File: src/rtl/led_panel_sequencer.sv
// Step sequencer for the per-colour PWM panel datapath: sweeps pwm_time, drives the
// PISO load/shift strobes and the driver-chip sclk/latch/mode/blank, and walks the layers.
module led_panel_sequencer #(
   parameter  int SHIFT_WIDTH = 16,
   parameter  int CLK_DIV     = 2,
   parameter  int LAYERS      = 16,
   localparam int LAYER_BITS  = (LAYERS > 1) ? $clog2(LAYERS) : 1
) (
   input  logic                  clk,
   input  logic                  reset_n,
   input  logic                  enable,
   input  logic                  brightness_req,
   output logic [7:0]            pwm_time,
   output logic                  load_led_vals,
   output logic                  load_brightness,
   output logic                  shift,
   output logic                  sclk,
   output logic                  latch,
   output logic                  mode,
   output logic                  blank_n,
   output logic [LAYER_BITS-1:0] layer,
   output logic                  frame_done
);

   localparam int DIV_W = (CLK_DIV > 1) ? $clog2(CLK_DIV) : 1;
   localparam int BIT_W = (SHIFT_WIDTH > 1) ? $clog2(SHIFT_WIDTH) : 1;
   localparam logic [DIV_W-1:0]      DIV_LAST   = DIV_W'(CLK_DIV - 1);
   localparam logic [BIT_W-1:0]      BIT_LAST   = BIT_W'(SHIFT_WIDTH - 1);
   localparam logic [LAYER_BITS-1:0] LAYER_LAST = LAYER_BITS'(LAYERS - 1);

   typedef enum logic [2:0] {
      S_IDLE,
      S_BRT_LOAD,
      S_BRT_SHIFT,
      S_BRT_LATCH,
      S_LOAD,
      S_SHIFT,
      S_LATCH,
      S_NEXT
   } state_t;

   state_t                state_q, state_d;
   logic [DIV_W-1:0]      div_q, div_d;
   logic                  hi_q, hi_d;
   logic [BIT_W-1:0]      bit_q, bit_d;
   logic [7:0]            pwm_q, pwm_d;
   logic [LAYER_BITS-1:0] layer_q, layer_d;
   logic                  pend_q, pend_d;
   logic                  clr_pend;

   logic load_led_q, load_led_d;
   logic load_brt_q, load_brt_d;
   logic shift_q, shift_d;
   logic sclk_q, sclk_d;
   logic latch_q, latch_d;
   logic mode_q, mode_d;
   logic blank_q, blank_d;
   logic frame_q, frame_d;
   logic shifting_d;
   logic wrap_d;

   always_comb begin
      state_d  = state_q;
      div_d    = div_q;
      hi_d     = hi_q;
      bit_d    = bit_q;
      pwm_d    = pwm_q;
      layer_d  = layer_q;
      clr_pend = 1'b0;

      unique case (state_q)
         S_IDLE: begin
            if (enable) state_d = pend_q ? S_BRT_LOAD : S_LOAD;
         end
         S_BRT_LOAD, S_LOAD: begin
            state_d = (state_q == S_LOAD) ? S_SHIFT : S_BRT_SHIFT;
            div_d   = '0;
            hi_d    = 1'b0;
            bit_d   = '0;
         end
         S_BRT_SHIFT, S_SHIFT: begin
            // Each bit: CLK_DIV cycles low, then CLK_DIV cycles high.
            if (div_q == DIV_LAST) begin
               div_d = '0;
               hi_d  = ~hi_q;
               if (hi_q) begin
                  if (bit_q == BIT_LAST)
                     state_d = (state_q == S_SHIFT) ? S_LATCH : S_BRT_LATCH;
                  else
                     bit_d = bit_q + BIT_W'(1);
               end
            end else begin
               div_d = div_q + DIV_W'(1);
            end
         end
         S_BRT_LATCH, S_LATCH: begin
            if (div_q == DIV_LAST) begin
               div_d = '0;
               if (state_q == S_BRT_LATCH) begin
                  state_d  = S_LOAD;
                  clr_pend = 1'b1;
               end else begin
                  state_d = S_NEXT;
               end
            end else begin
               div_d = div_q + DIV_W'(1);
            end
         end
         S_NEXT: begin
            pwm_d = pwm_q + 8'd1;
            if (pwm_q == 8'hFF)
               layer_d = (layer_q == LAYER_LAST) ? '0 : layer_q + LAYER_BITS'(1);
            if (!enable)     state_d = S_IDLE;
            else if (pend_q) state_d = S_BRT_LOAD;
            else             state_d = S_LOAD;
         end
         default: state_d = S_IDLE;
      endcase

      pend_d = brightness_req | (pend_q & ~clr_pend);

      // Outputs are decoded from the upcoming state so they land registered.
      shifting_d = (state_d == S_SHIFT) || (state_d == S_BRT_SHIFT);
      load_led_d = (state_d == S_LOAD);
      load_brt_d = (state_d == S_BRT_LOAD);
      sclk_d     = shifting_d & hi_d;
      shift_d    = shifting_d & hi_d & (div_d == DIV_LAST);
      latch_d    = (state_d == S_LATCH) || (state_d == S_BRT_LATCH);
      mode_d     = state_d inside {S_BRT_LOAD, S_BRT_SHIFT, S_BRT_LATCH};
      wrap_d     = (state_d == S_NEXT) && (pwm_d == 8'hFF);
      blank_d    = (state_d inside {S_LOAD, S_SHIFT, S_LATCH}) ||
                   ((state_d == S_NEXT) && !wrap_d);
      frame_d    = wrap_d && (layer_d == LAYER_LAST);
   end

   always_ff @(posedge clk or negedge reset_n) begin
      if (!reset_n) begin
         state_q    <= S_IDLE;
         div_q      <= '0;
         hi_q       <= 1'b0;
         bit_q      <= '0;
         pwm_q      <= '0;
         layer_q    <= '0;
         pend_q     <= 1'b1;
         load_led_q <= 1'b0;
         load_brt_q <= 1'b0;
         shift_q    <= 1'b0;
         sclk_q     <= 1'b0;
         latch_q    <= 1'b0;
         mode_q     <= 1'b0;
         blank_q    <= 1'b0;
         frame_q    <= 1'b0;
      end else begin
         state_q    <= state_d;
         div_q      <= div_d;
         hi_q       <= hi_d;
         bit_q      <= bit_d;
         pwm_q      <= pwm_d;
         layer_q    <= layer_d;
         pend_q     <= pend_d;
         load_led_q <= load_led_d;
         load_brt_q <= load_brt_d;
         shift_q    <= shift_d;
         sclk_q     <= sclk_d;
         latch_q    <= latch_d;
         mode_q     <= mode_d;
         blank_q    <= blank_d;
         frame_q    <= frame_d;
      end
   end

   assign pwm_time        = pwm_q;
   assign layer           = layer_q;
   assign load_led_vals   = load_led_q;
   assign load_brightness = load_brt_q;
   assign shift           = shift_q;
   assign sclk            = sclk_q;
   assign latch           = latch_q;
   assign mode            = mode_q;
   assign blank_n         = blank_q;
   assign frame_done      = frame_q;

endmodule
File: config.mk
export PLATFORM = sky130hd
export DESIGN_NAME = led_panel_sequencer
export DESIGN_NICKNAME = d
export VERILOG_FILES = /design/src/rtl/led_panel_sequencer.sv
export SDC_FILE = /design/constraint.sdc
export NUM_CORES = 1
export LEC_CHECK = 0
export ABC_CLOCK_PERIOD_IN_PS = 3000
export CORE_MARGIN = 4
export CORE_UTILIZATION = 57
export CTS_CLUSTER_SIZE = 25
export DETAILED_ROUTE_END_ITERATION = 10
export MAX_ROUTING_LAYER = met4
export PLACE_DENSITY = 0.83
export SLEW_MARGIN = 20
export SYNTH_ARGS = -nofsm -noshare
export SYNTH_HDL_FRONTEND = slang
export SYNTH_SLANG_ARGS = --single-unit
File: constraint.sdc
create_clock -name clk -period 3 [get_ports clk]
set_input_delay 0.6 -clock clk [delete_from_list [all_inputs] [get_ports clk]]
set_output_delay 0.6 -clock clk [all_outputs]
set_load 0.01 [all_outputs]
==> results_dict.tcl, run 1 <==
set metrics [dict create \
    outcome "complete, no violations" \
    final_hold_viol_count 0 \
    dpl.hpwl_mm 2.42 \
    syn_nets 168 \
    die_outline_height_um 61.3 \
    clock_buffer_count_from_cts 5 \
    syn_area_per_cell_um2 10.0 \
    critical_path_required_time_ps 3270 \
    tns_ps 0 \
    tritoncts "yes" \
    p_int_uw 523 \
    max_cap_viol_count 0 \
    crit_chain "and4_1 > and4_1 > nand4_1 > o21ai_1 > and4b_1" \
    finish.net_count 191 \
    grt_setup_unrepaired "false" \
    synth.area.top_cells "sky130_fd_sc_hd__dfrtp_1 45%, sky130_fd_sc_hd__xnor2_1 5.4%, sky130_fd_sc_hd__nand3_1 2.8%, sky130_fd_sc_hd__o21ai_0 2.8%, sky130_fd_sc_hd__nand2_1 2.8%" \
    comb_power_share 0.020 \
    worst_case_clock_skew_ps 7.95 \
    setup_ws_ps 920 \
    grt_antenna_before_repair 0 \
    grt_pass1_wl_mm 5.63 \
    number_of_cells_after_detailed_placement 208 \
    drt_iter0_markers 87 \
    post-route-drc-count 0 \
    worst_setup_path_start_kind "flip-flop" \
    area_fraction_of_the_dominant_cell_type_after_synthesis 0.449 \
    p_sw_uw 144 \
    yosysTopAreaCell "sky130_fd_sc_hd__dfrtp_1" \
    p_total_uw 666 \
    place.port_buffers 23 \
    period_minus_ws_final_ps 2080 \
    route.antenna.remaining_nets 0 \
    clk_latency_ps 330 \
    critical_path_depth 5 \
    number_of_enable_flip_flop_cells_after_synthesis 0 \
    post_cts_resized 0 \
    layout.core_utilization 0.696 \
    syn_inst 161 \
    mappedNetlistArea_um2 1620 \
    wire_per_inst_um 15.6 \
    first_global_vias 1296 \
    hold-path-endpoint "bit_q[0]$_DFFE_PN0P_" \
    number_of_filler_instances_in_the_final_layout 210 \
    floorplan.initialDensity 0.592 \
    hold_ws_ps 532 \
    antenna_cells 0 \
    seq_cells_post_synth 30 \
    timing.critical_path.to_type "flip-flop" \
    seqPwrFrac 0.606 \
    worstHoldPathType "reg2reg" \
    timing.rr.start "state_q[0]$_DFF_PN0_" \
    cts_max_path_buffers 2 \
    synth.yosys.seq_area_share 0.465 \
    async_reset_ff_frac 1.00 \
    yosysWarnings 0 \
    clockPowerShare 0.373 \
    die-width_um 61.3 \
    route.final.wire_length_mm 3.38 \
    p_leak_nw 0.792 \
    top_level_ports 24 \
    share_of_final_layout_standard_cells_stronger_than_drive_strength_1 0.0757 \
    mostFrequentLayoutCell "sky130_fd_sc_hd__dfrtp_1" \
    number_of_slew_limit_violations_in_the_final_report 0 \
    cpMostUsedCell "sky130_fd_sc_hd__and4_1" \
    switching_share 0.216 \
    grt_max_degree 31 \
    gr-total-overflow 0 \
    pre_cts_slack_ps 690 \
    power.ir.vdd_worst_mv 0.348 \
    globalRouteTotalUtil 0.208 \
    min_period_over_period 0.693 \
    critPathSlowestCell "sky130_fd_sc_hd__dfrtp_1" \
    design.core.area_um2 2730 \
    synth_flop_cell "sky130_fd_sc_hd__dfrtp_1" \
    firstDrtPassIters 4 \
    worst_pin_slew_ps 652 \
    crit_buf_inv 0 \
    highest_clock_rate_ghz 0.481 \
    relSlewSlack 0.565 \
    gp_routability_congestion 0.865 \
    rrSetupSlack_ps 920 \
    routed_via_density 6.28 \
    rows 19 \
    clock_tree.root_cell "sky130_fd_sc_hd__clkbuf_4" \
    power_density_nw_per_um2 350 \
    capture_instance_of_the_worst_register_to_register_path "frame_done$_DFF_PN0_" \
    cts_sinks 30 \
    clk_pin_slew_ps 90 \
    critical_path_class "reg2reg" \
    synth_cell_type_count 46 \
    cts_max_level 2 \
    critPathMaxFanout 22 \
    worst_reg_to_reg_path_cell_count 5 \
    critical-path-top-delay-family "simple AND/OR/NAND/NOR gates" \
    post-cts-setup-buffers 0 \
    worst_ep_arrival_time_ps 2350 \
    most_frequent_cells_in_the_layout "29 x sky130_fd_sc_hd__dfrtp_1, 23 x sky130_fd_sc_hd__clkdlybuf4s50_1, 12 x sky130_fd_sc_hd__nand2_1, 10 x sky130_fd_sc_hd__xnor2_1" \
    timing.final.setup_violations 0 \
    final_cell_area_um2 1900 \
    slowest_delay_ps 770 \
    final-instance-count-excl-fill 216 \
    post_dp_cell_area_um2 1840 \
    hold_path_startpoint "bit_q[0]$_DFFE_PN0P_" \
    floorplan.die_area_um2 3750 \
    area_delta_synth_final_pct 17.6 \
    detailroute.via_count 1356 \
    cts.hold.buffers_added 0 \
    worst_hold_path.num_cells 1 \
]
## power groups by stage
stage / Combinational, mW / Clock [mW] / Sequential (mW)
global placement: 0.0140 / 0 / 0.412
CTS: 0.0143 / 0.255 / 0.404
floorplan: 0.00102 / 0 / 0.412
finish: 0.0135 / 0.249 / 0.404
detailed placement: 0.0143 / 0 / 0.412
global route: 0.0155 / 0.274 / 0.404
## flip-flops by register name, summed over array words and instances, names as in the netlist
name             count
bit_q                4
pend_q               1
load_brightness      1
div_q                1
latch                1
blank_n              1
pwm_time             8
sclk                 1
layer                4
load_led_vals        1
frame_done           1
state_q              3
shift                1
mode                 1
hi_q                 1
## cells in the mapped netlist (4+ instances only)
library cell              count
sky130_fd_sc_hd__nor2_1       8
sky130_fd_sc_hd__dfrtp_1     29
sky130_fd_sc_hd__nand4_1      7
sky130_fd_sc_hd__nand3_1      9
sky130_fd_sc_hd__xnor2_1     10
sky130_fd_sc_hd__o21ai_0      9
sky130_fd_sc_hd__mux2i_1      4
sky130_fd_sc_hd__nand2_1     12
sky130_fd_sc_hd__a31oi_1      4
sky130_fd_sc_hd__and2_1       4
sky130_fd_sc_hd__inv_1        5
## area by class of cell
class	instances	area, um^2	share of cell area
Inverter	5	18.8	0.00987
Tap cell	31	38.8	0.0204
Clock buffer	7	55.1	0.0289
Timing Repair Buffer	24	238	0.125
Sequential cell	30	752	0.395
Multi-Input combinational cell	118	795	0.418
Clock inverter	1	5.00	0.00263
## cell families after synthesis
group,count (synthesis),share of synthesized area
AO/OA/AOI/OAI,31,0.126
XOR/XNOR,12,0.0650
adder cells (fa/ha/maj),3,0.0232
buffers and inverters,13,0.0441
flip-flops,30,0.465
multiplexers,6,0.0387
AND/OR/NAND/NOR,66,0.238
## per-layer routing
metal | global-route usage | up-vias | wire (um)
met5 | - | - | 0
met1 | 0.240 | 665 | 1360
met2 | 0.352 | 53 | 1760
met3 | 0.0650 | 4 | 232
met4 | 0.0526 | 0 | 19
li1 | - | 634 | -
## worst register-to-register path, delay by kind of cell, from the launching register on
family / cells / cell delay (ps)
and+or+nand+nor: 4 / 1070
DFF: 1 / 770
AOI/OAI and AO/OA: 1 / 190
## worst max-delay path by stage
| stage | from | end | slack (ps) |
|---|---|---|---|
| floorplan | pwm_time[0]$_DFF_PN0_ | frame_done$_DFF_PN0_ | 1280 |
| finish | state_q[0]$_DFF_PN0_ | frame_done$_DFF_PN0_ | 920 |
| global placement | enable | frame_done$_DFF_PN0_ | 810 |
| global route | state_q[0]$_DFF_PN0_ | frame_done$_DFF_PN0_ | 740 |
| detailed placement | enable | latch$_DFF_PN0_ | 690 |
| CTS | state_q[0]$_DFF_PN0_ | frame_done$_DFF_PN0_ | 940 |
No activity file was read; power rests on OpenSTA's default activity.
==> run 2, diff against run 1 <==
ABC_CLOCK_PERIOD_IN_PS = 1810   (was 3000)
CORE_UTILIZATION = 48   (was 57)
PLACE_DENSITY = 0.75   (was 0.83)
clock period = 1.81 ns   (was 3 ns; I/O delays follow)
==> run 2 against run 1 <==
Sequential share of layout area shrank 3.3 points. Global-route usage decreased by 2.3 points. Flip-flop and latch count is the same. First-iteration DRC count decreased by 51%. Non-clock buffer count rose by 18. Clock skew about the same. Clock power rose by 68%. Count of clock-buffer cells in the layout unchanged. Sequential power is 66% higher. Critical path depth is 3 lower. Setup slack got worse by 840 ps. Die area grew 16%. Critical endpoint is now pwm_time[4]. Largest power group unchanged. Highest routed layer unchanged.
==> results_dict.tcl, run 2 (synthesized netlist as in run 1, its figures left out) <==
set metrics [dict create \
    setup_ws_ps 77.7 \
    tns_ps 0 \
    share_of_final_layout_standard_cells_stronger_than_drive_strength_1 0.177 \
    rows 20 \
    power.ir.vdd_worst_mv 0.316 \
    period_minus_ws_final_ps 1730 \
    detailroute.via_count 1369 \
    cts_max_level 2 \
    critPathMaxFanout 7 \
    clock_tree.root_cell "sky130_fd_sc_hd__clkbuf_4" \
    number_of_slew_limit_violations_in_the_final_report 0 \
    layout.core_utilization 0.664 \
    mostFrequentLayoutCell "sky130_fd_sc_hd__dfrtp_1" \
    route.final.wire_length_mm 3.50 \
    design.core.area_um2 3130 \
    number_of_cells_after_detailed_placement 239 \
    place.port_buffers 23 \
    pre_cts_slack_ps -16.8 \
    worstHoldPathType "in2async" \
    worst_case_clock_skew_ps 8.13 \
    timing.rr.start "bit_q[0]$_DFFE_PN0P_" \
    grt_pass1_wl_mm 6.03 \
    worst_setup_path_start_kind "flip-flop" \
    critical_path.startpoint "pwm_time[4]$_DFF_PN0_" \
    most_frequent_cells_in_the_layout "29 x sky130_fd_sc_hd__dfrtp_1, 22 x sky130_fd_sc_hd__clkdlybuf4s50_1, 18 x sky130_fd_sc_hd__buf_4, 12 x sky130_fd_sc_hd__nand2_1, 10 x sky130_fd_sc_hd__xnor2_1" \
    globalRouteTotalUtil 0.185 \
    finish.net_count 209 \
    clk_pin_slew_ps 100 \
    floorplan.initialDensity 0.517 \
    antenna_cells 0 \
    floorplan.die_area_um2 4360 \
    p_leak_nw 0.919 \
    tritoncts "yes" \
    rrSetupSlack_ps 130 \
    crit_chain "buf_4 > clkdlybuf4s50_1" \
    outcome "complete, no violations" \
    first_global_vias 1363 \
    timing.critical_path.to_type "primary output" \
    wire_per_inst_um 14.2 \
    die-width_um 66.1 \
    largest_register_ffs 8 \
    highest_clock_rate_ghz 0.577 \
    die_outline_height_um 66.1 \
    grt_antenna_before_repair 0 \
    drt_iter0_markers 43 \
    crit_buf_inv 2 \
    top_level_ports 24 \
    critical_path_class "reg2out" \
    critical_path_required_time_ps 1450 \
    routed_via_density 5.54 \
    grt_max_degree 31 \
    final-instance-count-excl-fill 247 \
    clock_buffer_count_from_cts 5 \
    number_of_filler_instances_in_the_final_layout 250 \
    route.antenna.remaining_nets 0 \
    firstDrtPassIters 4 \
    gp_routability_congestion 0.858 \
    worst_pin_slew_ps 370 \
    slowest_delay_ps 540 \
    post-route-drc-count 0 \
    area_delta_synth_final_pct 28.4 \
    relSlewSlack 0.754 \
    dpl.hpwl_mm 2.53 \
    worst_ep_arrival_time_ps 1370 \
    min_period_over_period 0.957 \
    max_cap_viol_count 0 \
    cts_max_path_buffers 2 \
    final_hold_viol_count 0 \
    cts_sinks 30 \
    clk_latency_ps 330 \
    power_density_nw_per_um2 535 \
    critPathSlowestCell "sky130_fd_sc_hd__clkdlybuf4s50_1" \
    gr-total-overflow 0 \
    timing.final.setup_violations 0 \
    critical-path-top-delay-family "buffers and inverters" \
]
-- run 2: worst paths after layout --
check                                            end  cells past startpoint
max in group asynchronous           pend_q$_DFF_PN1_                      2
max                                      pwm_time[4]                      2
min                             bit_q[0]$_DFFE_PN0P_                      2
min reg2reg                         pend_q$_DFF_PN1_                      1
max reg2reg                load_brightness$_DFF_PN0_                      7
min in group clk                    pend_q$_DFF_PN1_                      1
-- run 2: repair_timing --
| action | in CTS | in global routing |
|---|---|---|
| resized for setup | 0 | 8 |
| hold buffers | 0 | 0 |
| endpoints found under the setup margin | 0 | 4 |
| buffers inserted | 0 | 0 |
-- run 2: area by class of cell --
cell class                      instances  area (um^2)  area share
Clock buffer                            7         55.1      0.0265
Clock inverter                          1         5.00     0.00241
Inverter                                5         18.8     0.00904
Multi-Input combinational cell        118          812       0.391
Sequential cell                        30          752       0.362
Tap cell                               44         55.1      0.0265
Timing Repair Buffer                   42          379       0.183
-- run 2: stage by stage --
step	instance area [um^2]	total power [mW]	hold WS, ps
after floorplan	1620	0.685	66.4
after global placement	1990	0.706	517
after detailed placement	1990	0.706	520
after CTS	2050	1.13	402
after global routing	2080	1.17	454
final	2080	1.11	405
-- run 2: power breakdown --
group / internal (mW) / leakage, nW / switching, mW
Sequential: 0.670 / 0.386 / 0.0000000000000000497
Combinational: 0.00836 / 0.497 / 0.0141
Clock: 0.188 / 0.0353 / 0.231
-- run 2: per-layer routing --
layer	GRT usage	vias to the layer above	share of wire
met1	0.231	655	0.46
met4	0.0838	0	0.0086
met2	0.278	45	0.47
li1	-	665	-
met5	-	-	0
met3	0.0561	4	0.060
